<file path="config.mk">
export PLATFORM = sky130hd
export DESIGN_NAME = uart_mem_cmd_ctrl
export DESIGN_NICKNAME = d
export VERILOG_FILES = /design/src/rtl/uart_mem_cmd_pkg.sv /design/src/rtl/uart_mem_cmd_ctrl.sv
export SDC_FILE = /design/constraint.sdc
export NUM_CORES = 1
export LEC_CHECK = 0
export ABC_AREA = 1
export BUFFER_PORTS_ARGS = -buffer_cell sky130_fd_sc_hd__buf_2
export CORE_ASPECT_RATIO = 2
export CORE_MARGIN = 2
export CORE_UTILIZATION = 32
export CTS_CLUSTER_SIZE = 24
export DETAILED_ROUTE_END_ITERATION = 7
export PLACE_DENSITY_LB_ADDON = 0.3
export SLEW_MARGIN = 10
export SYNTH_ARGS = -nofsm -noshare
export SYNTH_HDL_FRONTEND = slang
export SYNTH_SLANG_ARGS = --single-unit
</file>
<file path="constraint.sdc">
create_clock -name clk -period 2.2 [get_ports clk]
set_clock_uncertainty 0.05 [all_clocks]
set_input_delay 0.22 -clock clk [delete_from_list [all_inputs] [get_ports clk]]
set_output_delay 0.22 -clock clk [all_outputs]
set_load 0.05 [all_outputs]
</file>
<file path="src/rtl/uart_mem_cmd_pkg.sv">
// Shared types and constants for the UART-to-memory command controller.
package uart_mem_cmd_pkg;

    typedef enum logic [2:0] {
        IDLE,
        GET_DATA,
        MEM_WR,
        MEM_RD,
        WAIT_VALID,
        TX
    } state_t;

    // Command byte opcode field, bits [7:6]
    localparam logic [1:0] OP_WR = 2'b00;
    localparam logic [1:0] OP_RD = 2'b01;

    // err_code values
    localparam logic [1:0] ERR_NONE    = 2'd0;
    localparam logic [1:0] ERR_OPCODE  = 2'd1;
    localparam logic [1:0] ERR_TIMEOUT = 2'd2;
    localparam logic [1:0] ERR_RX      = 2'd3;

endpackage

</file>
<file path="src/rtl/uart_mem_cmd_ctrl.sv">
// Byte-stream command controller between a UART RX/TX byte interface and a
// single-port memory. Parses command frames, issues one memory write or read
// per frame, streams read data back LSB byte first, and flags bad opcodes,
// timeouts, receive errors and overruns.
//
// Ports:
//   clk, rst                 clock, asynchronous active-low reset
//   rx_valid/rx_data/rx_error  received byte strobe, byte, error qualifier
//   tx_valid/tx_data/tx_ready  outgoing byte with valid/ready handshake
//   mem_wr_en/mem_rd_en/mem_addr/mem_wdata  memory command
//   mem_rdata/mem_valid      memory read response
//   busy                     high whenever the FSM is not IDLE
//   err/err_code             one-cycle error pulse; code held until next pulse
module uart_mem_cmd_ctrl
    import uart_mem_cmd_pkg::*;
#(
    parameter int unsigned DATA_WIDTH     = 32,
    parameter int unsigned MEM_DEPTH      = 64,
    parameter int unsigned TIMEOUT_CYCLES = 1000,
    localparam int unsigned ADDR_WIDTH    = $clog2(MEM_DEPTH)
) (
    input  logic                  clk,
    input  logic                  rst,
    input  logic                  rx_valid,
    input  logic [7:0]            rx_data,
    input  logic                  rx_error,
    output logic                  tx_valid,
    output logic [7:0]            tx_data,
    input  logic                  tx_ready,
    output logic                  mem_wr_en,
    output logic                  mem_rd_en,
    output logic [ADDR_WIDTH-1:0] mem_addr,
    output logic [DATA_WIDTH-1:0] mem_wdata,
    input  logic [DATA_WIDTH-1:0] mem_rdata,
    input  logic                  mem_valid,
    output logic                  busy,
    output logic                  err,
    output logic [1:0]            err_code
);

    localparam int unsigned BYTES = DATA_WIDTH / 8;
    localparam int unsigned CNT_W = (BYTES > 1) ? $clog2(BYTES) : 1;
    localparam int unsigned TMO_W = $clog2(TIMEOUT_CYCLES + 1);

    localparam logic [CNT_W-1:0] LAST_BYTE = CNT_W'(BYTES - 1);
    localparam logic [TMO_W-1:0] TMO_LAST  = TMO_W'(TIMEOUT_CYCLES - 1);

    state_t                  state_q, state_n;
    logic [CNT_W-1:0]        byte_cnt_q, byte_cnt_n;
    logic [TMO_W-1:0]        tmo_cnt_q, tmo_cnt_n;
    logic [DATA_WIDTH-1:0]   tx_sh_q, tx_sh_n;

    logic                    tx_valid_n;
    logic                    mem_wr_en_n;
    logic                    mem_rd_en_n;
    logic [ADDR_WIDTH-1:0]   mem_addr_n;
    logic [DATA_WIDTH-1:0]   mem_wdata_n;
    logic                    busy_n;
    logic                    err_n;
    logic [1:0]              err_code_n;

    logic                    ev_rx;
    logic                    ev_tmo;
    logic                    ev_op;
    logic                    tx_hs;

    // The current TX byte is always the low byte of the shift register.
    assign tx_data = tx_sh_q[7:0];
    assign tx_hs   = tx_valid && tx_ready;

    // State and datapath registers
    always_ff @(posedge clk or negedge rst) begin
        if (!rst) begin
            state_q    <= IDLE;
            byte_cnt_q <= '0;
            tmo_cnt_q  <= '0;
            tx_sh_q    <= '0;
            tx_valid   <= 1'b0;
            mem_wr_en  <= 1'b0;
            mem_rd_en  <= 1'b0;
            mem_addr   <= '0;
            mem_wdata  <= '0;
            busy       <= 1'b0;
            err        <= 1'b0;
            err_code   <= ERR_NONE;
        end else begin
            state_q    <= state_n;
            byte_cnt_q <= byte_cnt_n;
            tmo_cnt_q  <= tmo_cnt_n;
            tx_sh_q    <= tx_sh_n;
            tx_valid   <= tx_valid_n;
            mem_wr_en  <= mem_wr_en_n;
            mem_rd_en  <= mem_rd_en_n;
            mem_addr   <= mem_addr_n;
            mem_wdata  <= mem_wdata_n;
            busy       <= busy_n;
            err        <= err_n;
            err_code   <= err_code_n;
        end
    end

    // Next-state and next-output logic
    always_comb begin
        state_n     = state_q;
        byte_cnt_n  = byte_cnt_q;
        tmo_cnt_n   = tmo_cnt_q;
        tx_sh_n     = tx_sh_q;
        tx_valid_n  = tx_valid;
        mem_wr_en_n = 1'b0;
        mem_rd_en_n = 1'b0;
        mem_addr_n  = mem_addr;
        mem_wdata_n = mem_wdata;
        err_n       = 1'b0;
        err_code_n  = err_code;
        ev_rx       = 1'b0;
        ev_tmo      = 1'b0;
        ev_op       = 1'b0;

        unique case (state_q)
            IDLE: begin
                tmo_cnt_n = '0;
                if (rx_valid) begin
                    if (rx_error) begin
                        ev_rx = 1'b1;
                    end else if (rx_data[7:6] == OP_WR) begin
                        mem_addr_n = rx_data[ADDR_WIDTH-1:0];
                        byte_cnt_n = '0;
                        state_n    = GET_DATA;
                    end else if (rx_data[7:6] == OP_RD) begin
                        mem_addr_n  = rx_data[ADDR_WIDTH-1:0];
                        byte_cnt_n  = '0;
                        mem_rd_en_n = 1'b1;
                        state_n     = MEM_RD;
                    end else begin
                        ev_op = 1'b1;
                    end
                end
            end

            GET_DATA: begin
                if (rx_valid) begin
                    tmo_cnt_n = '0;
                    if (rx_error) begin
                        ev_rx   = 1'b1;
                        state_n = IDLE;
                    end else begin
                        for (int unsigned i = 0; i < BYTES; i++) begin
                            if (byte_cnt_q == CNT_W'(i)) begin
                                mem_wdata_n[8*i +: 8] = rx_data;
                            end
                        end
                        if (byte_cnt_q == LAST_BYTE) begin
                            byte_cnt_n  = '0;
                            mem_wr_en_n = 1'b1;
                            state_n     = MEM_WR;
                        end else begin
                            byte_cnt_n = byte_cnt_q + 1'b1;
                        end
                    end
                end else if (tmo_cnt_q == TMO_LAST) begin
                    ev_tmo  = 1'b1;
                    state_n = IDLE;
                end else begin
                    tmo_cnt_n = tmo_cnt_q + 1'b1;
                end
            end

            MEM_WR: begin
                ev_rx   = rx_valid;
                state_n = IDLE;
            end

            MEM_RD: begin
                ev_rx     = rx_valid;
                tmo_cnt_n = '0;
                state_n   = WAIT_VALID;
            end

            WAIT_VALID: begin
                ev_rx = rx_valid;
                if (mem_valid) begin
                    tx_sh_n    = mem_rdata;
                    tx_valid_n = 1'b1;
                    byte_cnt_n = '0;
                    state_n    = TX;
                end else if (tmo_cnt_q == TMO_LAST) begin
                    ev_tmo  = 1'b1;
                    state_n = IDLE;
                end else begin
                    tmo_cnt_n = tmo_cnt_q + 1'b1;
                end
            end

            TX: begin
                ev_rx = rx_valid;
                if (tx_hs) begin
                    tx_sh_n = tx_sh_q >> 8;
                    if (byte_cnt_q == LAST_BYTE) begin
                        byte_cnt_n = '0;
                        tx_valid_n = 1'b0;
                        state_n    = IDLE;
                    end else begin
                        byte_cnt_n = byte_cnt_q + 1'b1;
                    end
                end
            end

            default: begin
                state_n    = IDLE;
                tx_valid_n = 1'b0;
            end
        endcase

        // At most one error pulse per cycle; receive faults win over timeout
        if (ev_rx) begin
            err_n      = 1'b1;
            err_code_n = ERR_RX;
        end else if (ev_tmo) begin
            err_n      = 1'b1;
            err_code_n = ERR_TIMEOUT;
        end else if (ev_op) begin
            err_n      = 1'b1;
            err_code_n = ERR_OPCODE;
        end

        busy_n = (state_n != IDLE);
    end

endmodule
</file>
# After elaboration in Yosys (flattened, before gate mapping)
# Cells that the tools add are included.
# classes
muxes,62
n_bitwise,2
eq_ne,19
add_sub_neg,2
reduce_logical,23
# op_table
operator,n
$mux 32,2
$pmux 32 s2,1
$mux 3,11
$mux 10,3
$pmux 10 s3,1
$mux 1,25
$mux 2,12
$reduce_and 4->1,6
$ne 2x2->1 const B,8
$pmux 3 s5,1
$mux 6,2
$add 10x1->10 const B,1
$eq 10x10->1 const B,1
$reduce_bool 3->1,3
$pmux 2 s4,1
$reduce_and 8->1,1
$reduce_or 4->1,2
$eq 3x2->1 const B,2
$eq 3x3->1 const B,2
$eq 2x1->1 const B,2
$eq 2x2->1 const B,2
$logic_not 2->1,2
$pmux 1 s2,2
$reduce_bool 2->1,2
11 further kinds,13
# word_totals
out_inout_bits,53
word_cells,123
inputBits,46
regBits,92

# Depth between registers and ports, before layout
# Gate-level depths: netlist of the first run.
# logic_depth
word_depth,9
mapped_depth,10
depth_no_buf,10

# Worst setup path before layout of the first run
# No wires, ideal clock.
# synth_timing
kind,reg-to-reg
startpoint,register tx_valid
endpoint,register tx_sh_q[4]
required_ns,2.031
path_stages_with_launch,8
setup_time_ns,0.119
slack_ns,0.646
period_less_slack_ns,1.554
path_buffers,1
t_arrival_ns,1.386
cell_sequence,dfrtp_1 > nand2_1 > nand2_2 > nand2_1 > nor2_4 > buf_4 > nand2_1 > o21a_1
# synth_between
elab_chain_len,3
# synth_lines
element,line_no,rtl
"start, declared",uart_mem_cmd_ctrl.sv:27,"output logic tx_valid,"
"start signal, assigned",uart_mem_cmd_ctrl.sv:91,tx_valid <= tx_valid_n;
$logic_and 1x1->1,uart_mem_cmd_ctrl.sv:69,assign tx_hs = tx_valid && tx_ready;
$ne 2x2->1 (no line),n/a,
$reduce_and 3->1 (no line),n/a,
"end signal, assigned",uart_mem_cmd_ctrl.sv:90,tx_sh_q <= tx_sh_n;
"end, declared",uart_mem_cmd_ctrl.sv:51,"logic [DATA_WIDTH-1:0] tx_sh_q, tx_sh_n;"
# No other way between the ends.
# A chain may end at the register's enable or synchronous reset.

# Worst setup path after layout of the first run
# layout_timing
startpoint,register state_q[1]
endpoint,register tx_sh_q[26]
# layout_between
elab_chain_len,3
elab_cells_between_ends,7
cone_classes,eq/ne (4); mux (1); reduce/logical (2)
# layout_lines
element,line_no,rtl
"start, declared",uart_mem_cmd_ctrl.sv:48,"state_t state_q, state_n;"
"start signal, assigned",uart_mem_cmd_ctrl.sv:87,state_q <= state_n;
$eq 3x3->1,uart_mem_cmd_ctrl.sv:119,unique case (state_q)
$ne 2x2->1 (no line) / $reduce_bool 2->1 (equally long branches),n/a,
$reduce_and 3->1 (no line),n/a,
# Several ways; a longest one is shown, not always the timed one.

==> impl_metrics.py, run 1 <==
metrics = {
    "outcome": {
        "status": "completed",
    },
    "power_and_ir_drop": {
        "pwr-share-seq_pct": 31.4,
        "power_switching_w": 0.00434,
        "p_int_w": 0.00455,
        "p_leak_nw": 2.56,
        "ir_drop_v": 0.00110,
        "switching_share_pct": 48.8,
        "p_clk_share_pct": 18.1,
        "power_per_cell_area_nw_per_um2": 1720,
        "fin_total_pwr_w": 0.00889,
        "p_comb_share_pct": 50.5,
    },
    "synthesis": {
        "netlist_top_cells_count": "dfrtp_1, nand2_1, inv_1, nor2_1, a21oi_1",
        "syn_area_per_cell_um2": 8.84,
        "synth_area_um2": 4260,
        "synth_edf_count": 0,
        "synth.largest_area_cell": "dfrtp_1",
        "synth_cell_types": 30,
        "synth_top_area_share_pct": 54.0,
        "synth_ff_type": "dfrtp_1",
        "synth_fp_nets": 536,
        "synth.most_common_cell": "dfrtp_1",
        "yosys_warnings": 0,
        "ys_top_cells_by_area": "dfrtp_1, nand2_1, inv_1",
        "syn_inst": 482,
        "yosysSeqAreaShare_pct": 54.0,
        "async_reset_ff_share_pct": 100,
        "synth_seq_cells": 92,
    },
    "clock_tree": {
        "cts.hold.buffers_added": 1,
        "numClockSinks": 92,
        "cts-buffers-inserted": 9,
        "h-tree-depth": 3,
        "post_cts_buffers": 0,
        "clk_latency_ns": 0.34,
        "cts_root_buffer": "clkbuf_16",
        "clk_path_buf_depth": 2,
        "clkTransAtPathRegs_ns": 0.07,
        "cts-resized-gates": 0,
        "cts_tree": "built",
    },
    "detailed_routing": {
        "ant_nets": 0,
        "initialDrtViolationCount": 186,
        "top_layer_used": "met4",
        "drt-pass1-iter-count": 4,
        "wl_per_cell_um": 14.0,
        "finalWirelength_um": 10200,
        "wl_met3_um": 430,
        "drt-met1-wl_um": 3930,
        "drc": 0,
        "viasPerCell": 4.65,
        "vias": 3391,
        "wl_met2_um": 5640,
    },
    "cells_and_area": {
        "multiInputGateArea_um2": 1570,
        "nFillCells": 1340,
        "syn_to_final_growth_pct": 21.2,
        "drive_above_1_share_pct": 24.0,
        "num-nets-final": 625,
        "final_util_pct": 39.7,
        "seq_area_um2": 2300,
        "final_area_um2": 5160,
    },
    "flow_run": {
        "cap_violations": 0,
    },
    "sta": {
        "period_needed_ns": 1.83,
        "fin_crit_sh_pct": 83.3,
        "hold_violations": 0,
        "slew_viol_final": 0,
        "grt_setup_unrepaired": "false",
        "setup_ws_ns": 0.367,
        "worst_pin_slew_ns": 0.649,
        "max_slew_margin_pct": 56.6,
        "fmax_mhz": 546,
        "finalSetupViolCount": 0,
        "finalSetupTns_ns": 0,
    },
    "worst_setup_path": {
        "path_delay_family": "buffers and inverters",
        "worstSetupStartpointType": "flip-flop",
        "slowest_delay_ns": 0.46,
        "cp_cell_sequence": "inv_2 > nand2_1 > nor2_4 > buf_4 > inv_1 > nand3_1 > o21ai_1",
        "endpoint_kind": "flip-flop",
        "cp_max_fo": 49,
        "critPathKind": "reg -> reg",
        "cpMaxStageDelayCell": "dfrtp_1",
        "crit_arrival_ns": 2.01,
        "cp_num_buf_inv": 3,
        "crit_required_ns": 2.37,
    },
    "floorplanning": {
        "die_y_um": 167,
        "coreArea_um2": 13000,
        "initial_core_util_pct": 32.8,
        "num_rows": 59,
        "dieWidth_um": 85.6,
        "io_pins": 99,
        "dieArea_um2": 14300,
    },
    "placed_design": {
        "finalWeightedCongestion": 0.839,
        "numPortBuffers": 98,
        "dp_hpwl_um": 7680,
        "place_ws_ns": 0.375,
        "place_area_um2": 4840,
    },
    "grt": {
        "grt_max_degree": 65,
        "grt_overflow": 0,
        "grt_pass1_vias": 3405,
        "track_usage_pct": 14.8,
        "antenna_found_initial": 1,
        "grt_pass1_wl_um": 16700,
    },
    "hold_path": {
        "hold_class": "in -> reg",
    },
}
[area by class of cell]
cell class | count | share of cell area, %
diodes | 1 | 0.0485
clock buffers | 11 | 4.70
clock inverters | 5 | 1.31
inverters | 62 | 4.51
multi-input cells | 304 | 30.5
flip-flops and latches | 92 | 44.6
well taps | 152 | 3.68
repair buffers | 102 | 10.7
[power by group through the flow]
stage                     clock network (W)  logic [W]  registers [W]
final                               0.00161    0.00449        0.00279
after floorplan                           0    0.00233        0.00408
after detailed placement                  0    0.00452        0.00282
after CTS                           0.00164    0.00454        0.00280
after global placement                    0    0.00445        0.00279
after global routing                0.00173    0.00489        0.00288
[sequential cells by signal (all words and copies together) (netlist names)]
signal,cells
mem_addr,6
mem_rd_en,1
state_q,3
tmo_cnt_q,10
err_code,2
tx_valid,1
mem_wdata,32
mem_wr_en,1
err,1
busy,1
byte_cnt_q,2
tx_sh_q,32
[per-layer routing]
layer,global-route usage (%),up-vias
li1,-,1728
met1,16.4,1571
met2,26.5,78
met3,3.45,14
met4,6.28,0
met5,0,-
[placed cells by master (no fill, tap or decap), drive strengths merged]
cell / synthesis / layout
dlygate4sd3: 0 / 1
bufinv: 0 / 1
nand4: 3 / 3
clkinv: 0 / 2
clkbuf: 2 / 11
dfrtp: 92 / 92
mux2: 3 / 3
nor3: 6 / 6
diode: 0 / 1
o21ai: 52 / 52
o21bai: 2 / 2
nand3: 22 / 22
xor2: 1 / 1
o211ai: 16 / 16
inv: 62 / 64
xnor2: 1 / 1
o21a: 8 / 8
ha: 8 / 8
buf: 22 / 101
a21oi: 35 / 35
nand2: 88 / 88
nor2: 59 / 59
[through the flow]
| step | instances | hold slack (ns) |
|---|---|---|
| 2_1_floorplan | 482 | -0.126 |
| 3_3_place_gp | 711 | 0.204 |
| 3_5_place_dp | 711 | 0.211 |
| 4_1_cts | 728 | 0.0575 |
| 5_1_grt | 729 | 0.0775 |
| 6_report | 729 | 0.0662 |
[worst reg2reg max path, stage by stage, from the launching register on]
cell	delay, ns
dfrtp_1	0.46
inv_2	0.11
nand2_1	0.11
nor2_4	0.13
buf_4	0.40
inv_1	0.27
nand3_1	0.14
o21ai_1	0.07
[path summary, 6_finish.rpt]
check                         startpoint          end  slack (ns)  cells past startpoint
min in group asynchronous            rst  tx_sh_q[31]        0.35                      2
max in group asynchronous            rst   state_q[0]        1.06                      3
setup / recovery              state_q[1]  tx_sh_q[26]        0.37                      7
hold reg to reg              mem_addr[5]  mem_addr[5]        0.44                      2
hold / removal             mem_rdata[31]  tx_sh_q[31]        0.07                      3
setup reg to reg              state_q[1]  tx_sh_q[26]        0.37                      7
[cells by family (layout without fill, tap and decap cells)]
group | count (synthesis) | count (layout) | synth area share, %
compound gates | 113 | 113 | 15.0
xor+xnor | 2 | 2 | 0.411
flops | 92 | 92 | 54.0
other cells | 0 | 1 | 0
fa+ha+maj | 8 | 8 | 2.35
simple gates | 178 | 178 | 18.3
mux | 3 | 3 | 0.793
buf+inv | 86 | 180 | 9.13
Note: power is estimated with default switching activity, not from simulation.
==> run 2, diff against run 1 <==
clock period = 1.9 ns   (was 2.2 ns; I/O delays follow)
==> impl_metrics.py, run 2 (same netlist as run 1, synthesis figures left out) <==
metrics = {
    "sta": {
        "setup_ws_ns": 0.202,
        "worst_pin_slew_ns": 0.380,
        "slew_viol_final": 0,
        "max_slew_margin_pct": 74.7,
        "fin_crit_sh_pct": 89.3,
        "finalSetupViolCount": 0,
        "grt_setup_unrepaired": "false",
        "fmax_mhz": 589,
        "finalSetupTns_ns": 0,
        "hold_violations": 0,
        "period_needed_ns": 1.70,
    },
    "floorplanning": {
        "die_y_um": 167,
        "num_rows": 59,
        "initial_core_util_pct": 32.8,
        "dieWidth_um": 85.6,
        "dieArea_um2": 14300,
        "coreArea_um2": 13000,
        "io_pins": 99,
    },
    "worst_setup_path": {
        "cp_max_fo": 7,
        "slowest_delay_ns": 0.46,
        "crit_arrival_ns": 1.88,
        "worstRegToRegCells": 7,
        "cp_num_buf_inv": 1,
        "timing.reg2reg.setup_slack_ns": 0.20,
        "path_delay_family": "simple AND/OR/NAND/NOR gates",
        "worstReg2RegEnd": "tmo_cnt_q[1]",
        "cp_cell_sequence": "nor2_2 > nand3_1 > o21ai_2 > inv_2 > nand2_2 > nor2_1 > nor3_1",
        "crit_required_ns": 2.09,
        "crit-reg2reg-launch": "state_q[1]",
        "cpMaxStageDelayCell": "dfrtp_1",
        "endpoint_kind": "flip-flop",
        "worstSetupStartpointType": "flip-flop",
        "critPathKind": "reg -> reg",
    },
    "grt": {
        "grt_overflow": 0,
        "antenna_found_initial": 1,
        "grt_pass1_vias": 3497,
        "grt_max_degree": 65,
        "track_usage_pct": 15.0,
        "grt_pass1_wl_um": 16800,
    },
    "clock_tree": {
        "clk_latency_ns": 0.34,
        "cts_tree": "built",
        "cts-buffers-inserted": 9,
        "clkTransAtPathRegs_ns": 0.07,
        "h-tree-depth": 3,
        "clk_path_buf_depth": 2,
        "cts_root_buffer": "clkbuf_16",
        "numClockSinks": 92,
    },
    "placed_design": {
        "dp_hpwl_um": 7900,
        "numPortBuffers": 98,
        "finalWeightedCongestion": 0.820,
        "place_ws_ns": 0.239,
    },
    "detailed_routing": {
        "drt-pass1-iter-count": 5,
        "ant_nets": 0,
        "wl_per_cell_um": 14.1,
        "initialDrtViolationCount": 181,
        "viasPerCell": 4.68,
        "drc": 0,
        "finalWirelength_um": 10400,
        "vias": 3441,
    },
    "cells_and_area": {
        "final_util_pct": 40.1,
        "syn_to_final_growth_pct": 22.3,
        "drive_above_1_share_pct": 25.0,
        "num-nets-final": 632,
        "final_cell_mix": "buf_2, dfrtp_1, nand2_1, inv_1, nor2_1",
        "layout_commonest_cell": "buf_2",
        "nFillCells": 1305,
        "reg_top3": "mem_wdata: 32 flops, tx_sh_q: 32 flops, tmo_cnt_q: 10 flops",
    },
    "power_and_ir_drop": {
        "p_clk_share_pct": 17.1,
        "p_int_w": 0.00518,
        "p_leak_nw": 2.60,
        "power_per_cell_area_nw_per_um2": 1960,
        "p_comb_share_pct": 51.4,
        "pwr-share-seq_pct": 31.5,
        "switching_share_pct": 49.3,
        "fin_total_pwr_w": 0.0102,
        "ir_drop_v": 0.00144,
        "power_switching_w": 0.00504,
    },
    "hold_path": {
        "hold_end": "tx_sh_q[24]",
        "hp-start": "mem_rdata[24]",
        "hold_class": "in -> reg",
        "whs_path_depth": 3,
    },
    "outcome": {
        "status": "completed",
    },
    "flow_run": {
        "cap_violations": 0,
    },
}
## run 2: cell count changes in the layout (fill, tap and decap cells not counted)
cell        delta
buf_4          +6
buf_12         +1
bufinv_16      -1
clkbuf_1       -1
clkinvlp_4     +1
inv_6          +1
## run 2: area by class of cell
cell class / instances / area [um2] / area share, %
sequential: 92 / 2300 / 44.2
multi-input combinational: 304 / 1570 / 30.2
clock buffer: 10 / 239 / 4.59
tap: 152 / 190 / 3.65
clock inverter: 6 / 53.8 / 1.03
timing repair buffer: 109 / 616 / 11.8
antenna: 1 / 2.50 / 0.0480
inverter: 62 / 233 / 4.47
## run 2: worst max-delay path by stage
stage | start | end | slack (ns) | depth (start not counted)
after CTS | state_q[1] | tmo_cnt_q[1] | 0.22 | 7
after global routing | state_q[2] | tmo_cnt_q[2] | 0.07 | 10
after floorplan | tx_valid | tx_sh_q[4] | 0.35 | 7
final | state_q[1] | tmo_cnt_q[1] | 0.20 | 7
after detailed placement | state_q[1] | tmo_cnt_q[1] | 0.24 | 7
after global placement | state_q[1] | tmo_cnt_q[0] | 0.29 | 7
## run 2: per-layer routing
| layer | GRT usage [%] | part of all wire [%] | vias to the layer above |
|---|---|---|---|
| li1 | - | - | 1737 |
| met1 | 16.1 | 37 | 1593 |
| met2 | 26.9 | 55 | 91 |
| met3 | 3.20 | 4.3 | 20 |
| met4 | 7.66 | 3.2 | 0 |
| met5 | 0 | 0 | - |
## run 2: worst register-to-register path: cells and delay by family, from the launching register on
family / cells / cell delay (ns)
AND/OR/NAND/NOR: 5 / 0.80
buffers and inverters: 1 / 0.12
flip-flops: 1 / 0.46
AO/OA/AOI/OAI: 1 / 0.17
## run 2: what timing repair did
item / 4_1_cts / 5_1_grt
hold buffers: 1 / 0
resized for setup: 0 / 0
setup buffers: 0 / 0
hold endpoints to repair: 26 / 0
## run 2: power by group through the flow
stage	combinational, W	sequential [W]	clock, W
6_report	0.00525	0.00322	0.00174
5_1_grt	0.00576	0.00332	0.00186
4_1_cts	0.00530	0.00323	0.00179
3_5_place_dp	0.00530	0.00325	0
3_3_place_gp	0.00520	0.00322	0
2_1_floorplan	0.00269	0.00473	0
## run 2: stage by stage
| stage | instance area, um2 | hold WS [ns] | instances |
|---|---|---|---|
| after floorplan | 4260 | -0.156 | 482 |
| after global placement | 4900 | 0.0924 | 718 |
| after detailed placement | 4900 | 0.0902 | 718 |
| after CTS | 5210 | 0.0465 | 735 |
| after global routing | 5210 | 0.0619 | 736 |
| final | 5210 | 0.0529 | 736 |
